<file path="config.mk">
export PLATFORM = sky130hd
export DESIGN_NAME = serv_pc_seq
export DESIGN_NICKNAME = d
export VERILOG_FILES = /design/src/rtl/serv_pc_seq.sv
export SDC_FILE = /design/constraint.sdc
export NUM_CORES = 1
export LEC_CHECK = 0
export ABC_AREA = 1
export BUFFER_PORTS_ARGS = -buffer_cell sky130_fd_sc_hd__buf_4
export CORE_MARGIN = 10
export CORE_UTILIZATION = 41
export DETAILED_ROUTE_END_ITERATION = 8
export PLACE_DENSITY = 0.67
export SLEW_MARGIN = 25
export SYNTH_ARGS = -nofsm -noshare
export SYNTH_HDL_FRONTEND = slang
export SYNTH_SLANG_ARGS = --single-unit
</file>
<file path="constraint.sdc">
create_clock -name clk -period 1.6 [get_ports clk]
set_input_delay 0.32 -clock clk [delete_from_list [all_inputs] [get_ports clk]]
set_output_delay 0.32 -clock clk [all_outputs]
set_load 0.01 [all_outputs]
</file>
<file path="src/rtl/serv_pc_seq.sv">
// Bit-serial PC sequencer: fetch handshake, optional compare stage,
// then a PC update stage, with jump/trap target selection.
module serv_pc_seq #(
  parameter int W        = 1,
  parameter int WITH_CSR = 1
) (
  input  logic clk,
  input  logic i_rst_n,
  input  logic i_ibus_ack,
  input  logic i_two_stage,
  input  logic i_cond_branch,
  input  logic i_jal_or_jalr,
  input  logic i_alu_cmp,
  input  logic i_trap_req,
  output logic o_ibus_cyc,
  output logic o_pc_en,
  output logic o_cnt0,
  output logic o_cnt1,
  output logic o_cnt2,
  output logic o_cnt12to15,
  output logic o_cnt16to31,
  output logic o_cnt_done,
  output logic o_jump,
  output logic o_trap,
  output logic o_busy
);

  typedef enum logic [1:0] {
    RST_WAIT = 2'd0,
    FETCH    = 2'd1,
    INIT     = 2'd2,
    RUN      = 2'd3
  } state_t;

  localparam logic [4:0] STEP = 5'(W);
  localparam logic [4:0] LAST = 5'(32 - W);
  localparam logic [4:0] C1   = (W == 1) ? 5'd1 : 5'd0;
  localparam logic [4:0] C2   = (W == 1) ? 5'd2 : 5'd0;
  localparam logic       CSR  = (WITH_CSR != 0);

  state_t     state;
  state_t     state_nxt;
  logic [4:0] cnt;
  logic       jump_q;
  logic       trap_q;
  logic       busy;
  logic       done;
  logic       accept;
  logic       trap_in;

  assign busy    = (state == INIT) || (state == RUN);
  assign done    = busy && (cnt == LAST);
  assign accept  = (state == FETCH) && i_ibus_ack;
  assign trap_in = CSR && i_trap_req;

  always_comb begin
    state_nxt = state;
    unique case (state)
      RST_WAIT: state_nxt = FETCH;
      FETCH: begin
        if (i_ibus_ack) begin
          if (trap_in)          state_nxt = RUN;
          else if (i_two_stage) state_nxt = INIT;
          else                  state_nxt = RUN;
        end
      end
      INIT: if (done) state_nxt = RUN;
      RUN:  if (done) state_nxt = FETCH;
      default: state_nxt = RST_WAIT;
    endcase
  end

  always_ff @(posedge clk or negedge i_rst_n) begin
    if (!i_rst_n) begin
      state <= RST_WAIT;
      cnt   <= 5'd0;
    end else begin
      state <= state_nxt;
      // wraps to 0 naturally after the last chunk
      if (busy) cnt <= cnt + STEP;
      else      cnt <= 5'd0;
    end
  end

  always_ff @(posedge clk or negedge i_rst_n) begin
    if (!i_rst_n) begin
      jump_q <= 1'b0;
      trap_q <= 1'b0;
    end else if (accept) begin
      jump_q <= i_jal_or_jalr;
      trap_q <= trap_in;
    end else if ((state == INIT) && done) begin
      jump_q <= jump_q | (i_cond_branch & i_alu_cmp);
      trap_q <= trap_q | trap_in;
    end else if ((state_nxt == FETCH) && (state != FETCH)) begin
      jump_q <= 1'b0;
      trap_q <= 1'b0;
    end
  end

  assign o_ibus_cyc  = (state == FETCH);
  assign o_pc_en     = (state == RUN);
  assign o_busy      = busy;
  assign o_cnt0      = busy && (cnt == 5'd0);
  assign o_cnt1      = busy && (cnt == C1);
  assign o_cnt2      = busy && (cnt == C2);
  assign o_cnt12to15 = busy && (cnt[4:2] == 3'b011);
  assign o_cnt16to31 = busy && cnt[4];
  assign o_cnt_done  = done;
  assign o_trap      = (state == RUN) && CSR && trap_q;
  assign o_jump      = (state == RUN) && jump_q && !o_trap;

endmodule

</file>
* After elaboration in Yosys (flattened, before gate mapping)
Cells that the tools add are included.
** Operators by class
- Add/sub/neg operators :: 1
- Equality and inequality tests :: 9
- Mux-type cells :: 12
- Bitwise gates (word level) :: 3
- Reduce and logical (&&, ||, !) cells :: 17
** Operators by type and width (number)
- logical AND 1 bit :: 12
- case mux 2 bit (4 select lines) :: 1
- 2-to-1 mux 1 bit :: 7
- 2-to-1 mux 2 bit :: 3
- adder 5 x 1 -> 5 bit, second input constant :: 1
- == test 5 x 1 -> 1 bit, second input constant :: 1
- == test 5 x 2 -> 1 bit, second input constant :: 1
- == test 5 bit, second input constant :: 1
- zero test 5 bit :: 1
- 2-to-1 mux 5 bit :: 1
- == test 2 x 1 -> 1 bit, second input constant :: 2
- == test 2 bit, second input constant :: 2
- == test 3 x 2 -> 1 bit, second input constant :: 1
- nonzero test 3 bit :: 1
- zero test 2 bit :: 1
- inequality test 2 x 1 -> 1 bit, second input constant :: 1
- OR 1 bit :: 2
- AND 1 bit :: 1
- zero test 1 bit :: 1
- logical OR 1 bit :: 1
** Word-level totals
- Flip-flop bits (word level) :: 9
- Bits of input ports :: 8
- Output and inout port bits :: 11
- Logic and storage cells :: 46

* Logic depth before layout (Yosys ltp)
- Word-level depth :: 10
- Depth in mapped cells :: 10
- Gate-level depth less buffers :: 10

* Worst setup path after synthesis
No wires, ideal clock.
- Path type :: register -> output
- From :: register cnt[0]
- To :: output port o_cnt_done
- Arrival :: 1.077 ns
- Required time :: 1.280 ns
- Path slack :: 0.203 ns
- Cell stages (with the launch flop) :: 7
- Path buffers :: 0
- Cell sequence :: dfrtp_1 -> ha_1 -> nand2_1 -> nor2_1 -> ha_1 -> nand2_4 -> inv_1
** On the way
- Word-level cells in the longest chain between the ends :: 2
** Ends and longest elaborated chain
- start, declared :: line 43 : logic [4:0] cnt;
- start signal, assigned :: line 80 : if (busy) cnt <= cnt + STEP;
- == test 5 bit :: line 52 : assign done = busy && (cnt == LAST);
- logical AND 1 bit :: line 52
- end, declared :: line 22 : output logic o_cnt_done,
No other way between the ends.

* Worst setup path in the final report
Ends and elaborated chain as after synthesis.

==> results.md <==
* Status: finished, violations left
* Failing checks: negative setup slack
* Crit start category: flop
* Via/cell ratio at 4.49
* Final WS setup at -0.0881 ns
* Largest net degree at the start of global routing at 10
* Tcrit/Tclk final at 106%
* Core area at about 1300 µm²
* CTS H-tree lvls at 1
* Diode count at 0
* Final setup fails at 1
* I/O pin count at 19
* Worst Path Class, Setup: reg -> out
* CP Cell Sequence: ha_2, nand2_1, nor2_1, ha_2, nand2_4, inv_2, buf_6
* WL final at 1.37 mm
* Synth Warn # at 0
* Distinct cell type count of the synthesized netlist at 17
* TritonRoute pass-1 iters at 4
* CTS tree: done
* CP most frequent cell: ha_2
* Max-cap viol count at 0
* Fin. max-slew vios at 0
* Synth top area share at 38.2%
* Req. time, crit path at 1.28 ns
* # fillers at 118
* Initial core utilization at 44.2%
* Core Util, Final at 62.8%
* Buffers on Ports at 18
* Cell Count, Final, Fillers Out at 126
* Worst VDD drop at 0.820 mV
* Min cycle time layout at between 1.5 and 2 ns
* GR Util All Layers at 8.16%
* Share of cells above drive strength 1 at 36.9%
* RD Place Congestion at 0.811
* RSZ-0062 raised after global routing: yes
* Design area at 837 µm²
* Clock buffer count from CTS at 3
* Mapped Nets at 95
* Worst slew margin at 84.0%
* Sequential fraction of the synthesis area at 38.2%
* Syn Area/Cell at 7.19 µm²
* Leakage power at approximately 0.48 nW
* CP max-delay cell: dfrtp_1
* Deepest clock path buffer count at 2
* Vias in the first global route at roughly 530
* Cells after Synth at 82
* Post-placement cell area at 751 µm²
* Worst-margin pin slew at 0.239 ns
* Synthesized area at between 500 and 600 µm²
* Clock skew at between 0.002 and 0.0025 ns
* Total die area at ~3400 µm²
* Total gr overflow at 0
* CTS sink cnt at 9
* CTS Root Cell: clkbuf_4
* DRC viols at 0
* Initial antenna violation count at 0
* Via count at between 500 and 600
* Synth area leader: dfrtp_1
* Commonest non-fill, non-tap cell in the layout: buf_4
* Placed cell count at 116
* Setup tns final at -0.0881 ns
* Worst-path fanout max at 2
* Wirelength per Cell at 10.8 µm
* Register bit total from synthesis at 9
* Final hold violations at 0
* Pwr Density at 1450 nW/µm²
* First-pass GRT wire length at 2.19 mm
* Worst min path class: in -> reg
* Antenna viol nets, final at 0
* Worst-Skew Late Latency at 0.27 ns
* Max Freq at ~590 MHz
* Critical path arrival at 1.37 ns
* Row cnt at 13
* Die Height at 57.9 µm
* Crit end category: output pin
* DPL Wire Length at 1.07 mm
* Worst stage delay on the critical path at 0.35 ns
* DRT iter0 DRCs at 12
* Width of the die at 57.9 µm
* Commonest non-fill, non-tap cells in the layout: 25 x buf_4, 24 x nand2_1, 10 x inv_1, 10 x nor2_1, 8 x dfrtp_1
* Clock-pin slew on the worst setup and hold paths at 0.06 ns
* Synth area leaders: dfrtp_1 38%, nand2_1 15%, ha_1 11%
* Area delta synth->final at 42.0%
* Final #Nets at 125
-- cell families after synthesis --
kind of cell	Yosys count	synth area share [%]
AO/OA/AOI/OAI	4	3.40
adder cells (fa/ha/maj)	5	10.6
buffers and inverters	17	12.1
flip-flops	9	38.2
AND/OR/NAND/NOR	47	35.7
-- metrics by stage --
stage          hold slack (ns)  setup WS, ns  power [mW]
2_1_floorplan           0.0244         0.203       0.731
3_3_place_gp             0.149        0.0981       0.966
3_5_place_dp             0.146        0.0582       0.978
4_1_cts                  0.337       -0.0971        1.20
5_1_grt                  0.354        -0.187        1.34
6_report                 0.340       -0.0881        1.22
-- cell type report --
cell class | count | area [µm²] | share of cell area, %
timing repair buffer | 27 | 209 | 25.0
clock buffer | 4 | 26.3 | 3.14
multi-input combinational | 56 | 300 | 35.9
inverter | 15 | 56.3 | 6.73
sequential | 9 | 226 | 27.1
tap | 15 | 18.8 | 2.24
-- report_power, final --
group,total [mW],switching [mW],leakage [nW],internal (mW)
registers,0.382,0.0651,0.107,0.317
logic,0.656,0.339,0.355,0.317
clock network,0.177,0.0808,0.0150,0.0962
total,1.22,0.485,0.476,0.730
-- registers in the layout (all words and copies together), names as in the netlist --
signal  cells
cnt         5
state       2
jump_q      1
trap_q      1
-- synth_stat cells (all sizes together) --
cell    number
nand2       25
inv         15
nor2        12
dfrtp        9
ha           5
nand3        5
a21oi        2
nand4        2
nor3         2
o21ai        2
buf          1
clkbuf       1
or2          1
-- path summary, 6_finish.rpt --
path | start | endpoint | slack (ns) | cells after the start
setup reg to reg | cnt[0] | jump_q | 0.13 | 10
max in group asynchronous | i_rst_n | state[1] | 1.05 | 2
hold / removal | i_two_stage | state[0] | 0.34 | 4
min in group asynchronous | i_rst_n | cnt[3] | 0.41 | 2
hold reg to reg | jump_q | jump_q | 0.54 | 2
setup / recovery | cnt[0] | o_cnt_done | -0.09 | 7
-- timing repair --
action / 4_1_cts / 5_1_grt
resized for setup: 6 / 2
hold endpoints to repair: 9 / 0
setup buffers: 3 / 2
hold buffers: 1 / 0
pin swaps: 6 / 4
setup endpoints to repair: 5 / 7
cloned: 0 / 0
-- layer usage --
layer	GRT usage (%)	wire [µm]
met2	12.3	655
met3	5.23	91
met4	2.01	11
met5	0	0
met1	9.41	609
-- critical path: cells and delay by family, from the launching register on --
kind | cells | cell delay, ns
and+or+nand+nor | 3 | 0.21
buffers and inverters | 2 | 0.14
adders and majority gates | 2 | 0.41
DFF | 1 | 0.35
Note: power is estimated with default switching activity, not from simulation.
